## config.mk

```make
export PLATFORM = sky130hd
export DESIGN_NAME = ps2_rx_fifo
export DESIGN_NICKNAME = d
export VERILOG_FILES = /design/src/rtl/ps2_pkg.sv /design/src/rtl/ps2_evt_fifo.sv /design/src/rtl/ps2_rx_fifo.sv
export SDC_FILE = /design/constraint.sdc
export NUM_CORES = 1
export LEC_CHECK = 0
export CELL_PAD_IN_SITES_DETAIL_PLACEMENT = 0
export CELL_PAD_IN_SITES_GLOBAL_PLACEMENT = 1
export CORE_ASPECT_RATIO = 0.8
export CORE_MARGIN = 1.5
export CORE_UTILIZATION = 45
export CTS_BUF_LIST = sky130_fd_sc_hd__clkbuf_8
export DETAILED_ROUTE_END_ITERATION = 12
export PLACE_DENSITY_LB_ADDON = 0.1
export SYNTH_ARGS = -nofsm -noshare
export SYNTH_HDL_FRONTEND = slang
export SYNTH_SLANG_ARGS = --single-unit
```

## constraint.sdc

```tcl
create_clock -name clk -period 5.8 [get_ports clk]
set_input_delay 1.16 -clock clk [delete_from_list [all_inputs] [get_ports clk]]
set_output_delay 1.16 -clock clk [all_outputs]
set_load 0.01 [all_outputs]
```

## src/rtl/ps2_pkg.sv

```systemverilog
// Shared types and constants for the PS/2 receiver: FSM states, prefix bytes
// and the packed key-event layout {ext, brk, code}.
package ps2_pkg;

  typedef enum logic [1:0] {IDLE, DATA, PARITY, STOP} ps2_state_t;

  localparam logic [7:0] PS2_PFX_EXT = 8'hE0;
  localparam logic [7:0] PS2_PFX_BRK = 8'hF0;

  localparam int EVT_W        = 10;
  localparam int EVT_EXT      = 9;
  localparam int EVT_BRK      = 8;
  localparam int EVT_CODE_MSB = 7;
  localparam int EVT_CODE_LSB = 0;

  // PS/2 uses odd parity over the eight data bits plus the parity bit.
  function automatic logic ps2_parity_ok(input logic [7:0] code, input logic par);
    return ^{code, par};
  endfunction

endpackage

```

## src/rtl/ps2_evt_fifo.sv

```systemverilog
// Synchronous show-ahead FIFO: dout presents the head while not empty.
// A push into a full FIFO is accepted only when a pop happens in the same cycle.
module ps2_evt_fifo #(
  parameter int DEPTH = 8,
  parameter int W     = 10
) (
  input  logic         clk,
  input  logic         rst_n,
  input  logic         push,
  input  logic [W-1:0] din,
  input  logic         pop,
  output logic [W-1:0] dout,
  output logic         full,
  output logic         empty
);
  localparam int AW = $clog2(DEPTH);

  logic [W-1:0]  mem [DEPTH];
  logic [AW-1:0] wr_ptr_reg;
  logic [AW-1:0] rd_ptr_reg;
  logic [AW:0]   count_reg;
  logic          do_push;
  logic          do_pop;

  assign empty   = (count_reg == '0);
  assign full    = (count_reg == (AW+1)'(DEPTH));
  assign do_pop  = pop & ~empty;
  assign do_push = push & (~full | do_pop);
  assign dout    = empty ? '0 : mem[rd_ptr_reg];

  always_ff @(posedge clk) begin
    if (!rst_n) begin
      wr_ptr_reg <= '0;
      rd_ptr_reg <= '0;
      count_reg  <= '0;
    end else begin
      if (do_push) wr_ptr_reg <= wr_ptr_reg + AW'(1);
      if (do_pop)  rd_ptr_reg <= rd_ptr_reg + AW'(1);
      count_reg <= count_reg + (AW+1)'(do_push) - (AW+1)'(do_pop);
    end
  end

  always_ff @(posedge clk) begin
    if (do_push) mem[wr_ptr_reg] <= din;
  end

endmodule

```

## src/rtl/ps2_rx_fifo.sv

```systemverilog
// PS/2 keyboard receiver: synchronise and filter the lines, frame-check each
// byte, fold E0/F0 prefixes into key events and queue them behind valid/ready.
module ps2_rx_fifo
  import ps2_pkg::*;
#(
  parameter int FILTER_LEN  = 4,
  parameter int TIMEOUT_CYC = 100000,
  parameter int FIFO_DEPTH  = 8,
  parameter int ERR_CNT_W   = 8
) (
  input  logic                 clk,
  input  logic                 rst_n,
  input  logic                 ps2_clk,
  input  logic                 ps2_data,
  output logic                 evt_valid,
  input  logic                 evt_ready,
  output logic [EVT_W-1:0]     evt_data,
  output logic                 overflow,
  output logic                 err_pulse,
  output logic [ERR_CNT_W-1:0] err_cnt,
  input  logic                 clr_err
);
  localparam int FCW = $clog2(FILTER_LEN + 1);
  localparam int TW  = $clog2(TIMEOUT_CYC + 1);

  logic [1:0] raw_lines;
  logic [1:0] filt_lines;
  assign raw_lines = {ps2_data, ps2_clk};

  // Line 0 is ps2_clk, line 1 is ps2_data; both idle high.
  genvar gi;
  generate
    for (gi = 0; gi < 2; gi++) begin : g_line
      logic           sync1_reg, sync2_reg, filt_reg;
      logic [FCW-1:0] cnt_reg;
      always_ff @(posedge clk) begin
        if (!rst_n) begin
          sync1_reg <= 1'b1;
          sync2_reg <= 1'b1;
          filt_reg  <= 1'b1;
          cnt_reg   <= '0;
        end else begin
          sync1_reg <= raw_lines[gi];
          sync2_reg <= sync1_reg;
          if (sync2_reg == filt_reg) begin
            cnt_reg <= '0;
          end else if (cnt_reg == FCW'(FILTER_LEN - 1)) begin
            filt_reg <= sync2_reg;
            cnt_reg  <= '0;
          end else begin
            cnt_reg <= cnt_reg + FCW'(1);
          end
        end
      end
      assign filt_lines[gi] = filt_reg;
    end
  endgenerate

  logic clk_prev_reg;
  logic fall;
  logic din;
  assign fall = clk_prev_reg & ~filt_lines[0];
  assign din  = filt_lines[1];

  ps2_state_t    state_reg, state_next;
  logic [2:0]    bit_idx_reg, bit_idx_next;
  logic [7:0]    shift_reg, shift_next;
  logic          par_reg, par_next;
  logic [TW-1:0] tmo_reg, tmo_next;
  logic          frame_err;
  logic          byte_ok;

  always_ff @(posedge clk) begin
    if (!rst_n) begin
      clk_prev_reg <= 1'b1;
      state_reg    <= IDLE;
      bit_idx_reg  <= '0;
      shift_reg    <= '0;
      par_reg      <= 1'b0;
      tmo_reg      <= '0;
    end else begin
      clk_prev_reg <= filt_lines[0];
      state_reg    <= state_next;
      bit_idx_reg  <= bit_idx_next;
      shift_reg    <= shift_next;
      par_reg      <= par_next;
      tmo_reg      <= tmo_next;
    end
  end

  always_comb begin
    state_next   = state_reg;
    bit_idx_next = bit_idx_reg;
    shift_next   = shift_reg;
    par_next     = par_reg;
    tmo_next     = '0;
    frame_err    = 1'b0;
    byte_ok      = 1'b0;
    if (state_reg != IDLE && !fall) tmo_next = tmo_reg + TW'(1);
    if (fall) begin
      case (state_reg)
        IDLE: begin
          if (!din) begin
            state_next   = DATA;
            bit_idx_next = '0;
          end else begin
            frame_err = 1'b1;
          end
        end
        DATA: begin
          shift_next   = {din, shift_reg[7:1]};
          bit_idx_next = bit_idx_reg + 3'd1;
          if (bit_idx_reg == 3'd7) state_next = PARITY;
        end
        PARITY: begin
          par_next   = din;
          state_next = STOP;
        end
        STOP: begin
          if (din && ps2_parity_ok(shift_reg, par_reg)) byte_ok = 1'b1;
          else frame_err = 1'b1;
          state_next = IDLE;
        end
        default: state_next = IDLE;
      endcase
    end else if (state_reg != IDLE && tmo_reg == TW'(TIMEOUT_CYC - 1)) begin
      state_next = IDLE;
      frame_err  = 1'b1;
      tmo_next   = '0;
    end
  end

  logic             ext_reg, brk_reg;
  logic             dec_valid_reg;
  logic [EVT_W-1:0] dec_data_reg;

  always_ff @(posedge clk) begin
    if (!rst_n) begin
      ext_reg       <= 1'b0;
      brk_reg       <= 1'b0;
      dec_valid_reg <= 1'b0;
      dec_data_reg  <= '0;
    end else begin
      dec_valid_reg <= 1'b0;
      if (frame_err) begin
        ext_reg <= 1'b0;
        brk_reg <= 1'b0;
      end else if (byte_ok) begin
        if (shift_reg == PS2_PFX_EXT) begin
          ext_reg <= 1'b1;
        end else if (shift_reg == PS2_PFX_BRK) begin
          brk_reg <= 1'b1;
        end else begin
          dec_valid_reg <= 1'b1;
          dec_data_reg  <= {ext_reg, brk_reg, shift_reg};
          ext_reg       <= 1'b0;
          brk_reg       <= 1'b0;
        end
      end
    end
  end

  logic fifo_full, fifo_empty, drop;

  ps2_evt_fifo #(.DEPTH(FIFO_DEPTH), .W(EVT_W)) u_fifo (
    .clk   (clk),
    .rst_n (rst_n),
    .push  (dec_valid_reg),
    .din   (dec_data_reg),
    .pop   (evt_ready),
    .dout  (evt_data),
    .full  (fifo_full),
    .empty (fifo_empty)
  );

  assign evt_valid = ~fifo_empty;
  assign drop      = dec_valid_reg & fifo_full & ~(evt_valid & evt_ready);

  // A clear that coincides with a new error/drop keeps that new event.
  always_ff @(posedge clk) begin
    if (!rst_n) begin
      err_pulse <= 1'b0;
      err_cnt   <= '0;
      overflow  <= 1'b0;
    end else begin
      err_pulse <= frame_err;
      if (clr_err)                       err_cnt <= frame_err ? ERR_CNT_W'(1) : '0;
      else if (frame_err && ~&err_cnt)   err_cnt <= err_cnt + ERR_CNT_W'(1);
      if (clr_err)   overflow <= drop;
      else if (drop) overflow <= 1'b1;
    end
  end

endmodule

```

==> results of run 1 <==
[layer usage]
| metal | track usage (%) | routed length [µm] | part of all wire, % |
|---|---|---|---|
| met4 | 6.46 | 187 | 1.5 |
| met1 | 23.6 | 6430 | 51 |
| met5 | 0 | 0 | 0 |
| met3 | 4.27 | 378 | 3.0 |
| met2 | 26.7 | 5590 | 44 |
[cells in the mapped netlist, types with 2 or more instances]
cell      instances
mux2i_1          21
xnor2_2           2
nor3_1            9
nor4_1            2
or3_1             3
dfxtp_1          80
nand3_1          25
nand2_1          57
nand4_1           5
edfxtp_1         80
nand2b_1         13
or4_1             2
and2_1            4
nor2_1           65
and3_1            8
o21ai_0           6
buf_1             2
inv_1            22
ha_1             21
mux4_2           20
xnor2_1          18
nand3b_1          2
a32oi_1           3
buf_2             2
a21oi_1          24
clkbuf_1         18
o31ai_1           4
xor2_1           15
[worst max-delay path, cell delays in order, from the launching register on]
cell and delay [ns]:
dfxtp_1 1.09, buf_4 0.30, mux4_2 0.49, mux2i_1 0.17, nor2_1 0.06, clkdlybuf4s50_1 0.49
[area by class of cell]
class,count,share of cell area (%)
diodes,1,0.0328
flip-flops and latches,160,52.5
clock inverters,15,1.92
inverters,22,1.08
multi-input cells,355,34.4
well taps,184,3.02
repair buffers,31,3.91
clock buffers,17,3.07
[power by group through the flow]
stage / sequential [mW] / combinational (mW) / clock (mW)
CTS: 1.26 / 0.473 / 0.810
global placement: 1.29 / 0.464 / 0
finish: 1.26 / 0.464 / 0.790
floorplan: 1.24 / 0.344 / 0
detailed placement: 1.29 / 0.471 / 0
global route: 1.27 / 0.510 / 0.856
[final timing paths]
| kind | from | endpoint | slack, ns |
|---|---|---|---|
| worst max-delay path | register | evt_data[0] | 1.57 |
| worst min register to register | g_line[0].sync1_reg | g_line[0].sync2_reg | 0.42 |
| worst min-delay path | g_line[0].sync1_reg | g_line[0].sync2_reg | 0.42 |
| worst max register to register | tmo_reg[13] | err_cnt[5] | 3.13 |
[kinds of logic after synthesis]
| kind of cell | count (synthesis) | synth area share (%) |
|---|---|---|
| and+or+nand+nor | 204 | 14.2 |
| DFF | 160 | 58.9 |
| AOI/OAI and AO/OA | 51 | 5.01 |
| buffers and inverters | 45 | 2.54 |
| muxes | 41 | 9.72 |
| xor gates and xnor gates | 37 | 5.48 |
| adders and majority gates | 22 | 4.16 |
==> metrics, run 1 <==
full die area 0.0159 mm²; die height 113 µm; Clock Pin Slew Worst Setup and Hold Paths 0.08 ns; Ys Warns 0; post-synthesis register bit count 160; Leak 2.45 nW; syn avg cell area 12.1 µm²; IO buf count 26; final hold viol count 0; Area Growth Syn to Fin 12.1%; routability cong. 0.764; maximum level of the CTS H-tree 4; Crit path arrival time 3.07 ns; Combinational Power Share 18.5%; outcome finished clean; Die W 140 µm; Most used DFF post-synth edfxtp_1; Crit Path Category register to output pin; initial antenna violation count 0; multi-input logic area 0.00262 mm²; Final Util 52.4%; hold crit path type register to register; register cell area after layout 0.00400 mm²; Reg power frac 50.1%; max reg flops 80; RSZ-0062 raised after global routing no; Layout Nets 615; MaxCap Viol Count 0; Max IR drop VDD 0.145 mV; worst-case reg-to-reg path depth 8; Clock Path Buffers 2; Final WS setup 1.57 ns; Final min period 4.23 ns; Setup TNS 0 ns; CTS Root Cell clkbuf_8; post-DP HPWL 8.45 mm; CTS tree yes; hold path cells 1; Post-CTS Setup Repair Bufs 0; num rows 39; top cell type by total area after synthesis edfxtp_1; fin crit share 72.9%; dpl ws 1.95 ns; Area after DPL 0.00724 mm²; Synth top area share 35.3%; fin cells 785; Vias 4147; layout cell share with drive strength beyond 1 11.2%; vias per cell 5.28; Slew HR 21.8%; clock buffer count from CTS 17; filler cell count 1249; CTS hold repair buffers 0; Synth area leaders edfxtp_1 35%, dfxtp_1 24%, mux4_2 6.6%, ha_1 3.9%, nor2_1 3.6%; register area share after synthesis 58.9%; Power Dens Cells 330 mW/mm²; Syn Std Cell Area 0.00680 mm²; final setup fails 0; peak fanout along the critical path 17; Initial Util 46.8%; fmax 0.237 GHz; CTS resizes 0; DRT iter0 DRCs 260; Core ar. 0.0145 mm²; num ports 27; clock net sink count 160; largest net degree at the start of global routing 36; Post-synth ARST share 0%; gr usage total 17.2%; Fin Hold WS 0.416 ns; vias in the first global route 4074; post-route ant nets 0; Synth Net Count 588; Critical Path RT 4.64 ns; clock power share 31.4%; final instance area 0.00762 mm²; wire per inst 16.0 µm; most frequent cells in the layout 80 x dfxtp_1, 80 x edfxtp_1, 65 x nor2_1; EDFF count, synth 80; first-pass GRT wire length 20.7 mm; crit end category output pin; worst skew pair latency 0.45 ns; Sw Ratio 26.4%; Net Switching 664 µW; dpl cells 752; crit path launch type register; WL final 12.6 mm; post-synthesis instance total 560; Final Max Slew Viols 0; clk_skew 0.00955 ns; GR Overflow Total 0; post-synth cell types 55; Tot Pwr 2.51 mW; Pre-Repair DR Iteration Count 4; Slew @ Worst Pin 1.17 ns; Remaining DRCs 0; total internal power 1.85 mW
Power figures use the tool's default switching activity.
==> run 2: changes to the inputs <==
==> constraint.sdc (replaced) <==
create_clock -name clk -period 3.6 [get_ports clk]
set_input_delay 0.72 -clock clk [delete_from_list [all_inputs] [get_ports clk]]
set_output_delay 0.72 -clock clk [all_outputs]
set_load 0.01 [all_outputs]
==> run 2 against run 1 <==
Die area is the same. Non-clock buffer count grew 9. Combinational power grew 99%. First-iteration DRC count grew 16%.
==> metrics, run 2 (same netlist as run 1, synthesis figures left out) <==
clock buffer count from CTS 17; hold path cells 1; total internal power 3.03 mW; CTS tree yes; Area Growth Syn to Fin 13.6%; largest net degree at the start of global routing 35; Max IR drop VDD 0.280 mV; max reg flops 80; wire per inst 16.6 µm; fmax 0.317 GHz; Largest stage delay, worst path 0.56 ns; Vias 4173; Post-CTS Setup Repair Bufs 0; outcome finished clean; maximum level of the CTS H-tree 4; Core ar. 0.0145 mm²; Clock Pin Slew Worst Setup and Hold Paths 0.09 ns; peak fanout along the critical path 20; final setup fails 0; Sw Ratio 28.5%; Critical Path RT 2.88 ns; most frequent cells in the layout 80 x dfxtp_1, 80 x edfxtp_1, 65 x nor2_1; GR Overflow Total 0; hold path startpoint g_line[1].sync1_reg; crit-path leading delay family buffers and inverters; Net Switching 1.21 mW; initial antenna violation count 0; die height 113 µm; antenna cells 0; Power Dens Cells 549 mW/mm²; Final min period 3.16 ns; worst path bufs/invs 2; Leak 2.72 nW; WL final 13.2 mm; Crit Path Category register to output pin; dpl cells 761; Slew @ Worst Pin 0.822 ns; worst-case reg-to-reg path depth 8; gr usage total 18.5%; critical path cell sequence buf_4 > mux4_2 > mux2i_1 > nor2_1 > clkdlybuf4s50_1; layout cell share with drive strength beyond 1 13.1%; Layout Nets 624; Clock Path Buffers 2; fin cells 793; CTS Root Cell clkbuf_8; DRT iter0 DRCs 302; hold crit path type register to register; vias per cell 5.26; CTS hold repair buffers 0; post-route ant nets 0; crit path launch type register; CTS resizes 0; Die W 140 µm; clock power share 32.1%; fin crit share 87.6%; reg-to-reg critical path startpoint tmo_reg[10]; num rows 39; Remaining DRCs 0; crit end category output pin; Crit path arrival time 2.44 ns; clk_skew 0.0164 ns; Reg power frac 46.1%; final hold viol count 0; worst skew pair latency 0.45 ns; stages on the worst setup path 5; MaxCap Viol Count 0; Initial Util 46.8%; Max stage delay cell, worst path mux4_2; full die area 0.0159 mm²; RSZ-0062 raised after global routing no; post-DP HPWL 8.70 mm; vias in the first global route 4114; IO buf count 26; Slew HR 45.2%; clock net sink count 160; first-pass GRT wire length 22.4 mm; Combinational Power Share 21.8%; Pre-Repair DR Iteration Count 6; num ports 27; Final Max Slew Viols 0; Setup TNS 0 ns; routability cong. 0.751
## run 2: final cells by class
class                   count  area (µm²)
clock buffers              17         234
clock inverters            15         184
fillers                  1273        6820
inverters                  22        82.6
multi-input cells         355        2620
flip-flops and latches    160        4000
well taps                 184         230
repair buffers             40         365
## run 2: worst paths after layout
kind | slack (ns) | end
setup / recovery | 0.44 | evt_data[2]
hold / removal | 0.42 | g_line[1].sync2_reg
setup reg to reg | 0.90 | err_cnt[7]
hold reg to reg | 0.42 | g_line[1].sync2_reg
## run 2: power groups by stage
stage | registers, mW | logic, mW | clock network [mW]
final | 1.95 | 0.924 | 1.36
after global routing | 1.96 | 1.04 | 1.50
after floorplan | 1.99 | 0.592 | 0
after CTS | 1.95 | 0.941 | 1.40
after detailed placement | 2.00 | 0.939 | 0
after global placement | 2.00 | 0.927 | 0
## run 2: metrics by stage
| step | cell area, µm² | util, % | hold WS [ns] | total power [mW] | setup WS (ns) |
|---|---|---|---|---|---|
| finish | 7720 | 53.1 | 0.415 | 4.24 | 0.445 |
| global route | 7720 | 53.1 | 0.443 | 4.49 | 0.249 |
| CTS | 7720 | 53.1 | 0.421 | 4.30 | 0.390 |
| detailed placement | 7300 | 50.2 | 0.396 | 2.94 | 0.904 |
| global placement | 7300 | 50.2 | 0.393 | 2.92 | 0.908 |
| floorplan | 6800 | - | 0.386 | 2.58 | 1.28 |
## run 2: per-layer routing
layer	up-vias	wire length, µm	GRT usage, %
li1	2064	-	-
met1	2031	6680	27.5
met2	74	5700	27.0
met3	4	707	4.99
met4	0	61	4.21
met5	-	0	0
==> run 3: changes to the inputs <==
--- a/config.mk
+++ b/config.mk
@@ -13,6 +13,7 @@
 export CTS_BUF_LIST = sky130_fd_sc_hd__clkbuf_8
 export DETAILED_ROUTE_END_ITERATION = 12
 export PLACE_DENSITY_LB_ADDON = 0.1
+export SLEW_MARGIN = 20
 export SYNTH_ARGS = -nofsm -noshare
 export SYNTH_HDL_FRONTEND = slang
 export SYNTH_SLANG_ARGS = --single-unit
==> results of run 3 <==
Final layout, timing and power as in run 2 (identical DEF).
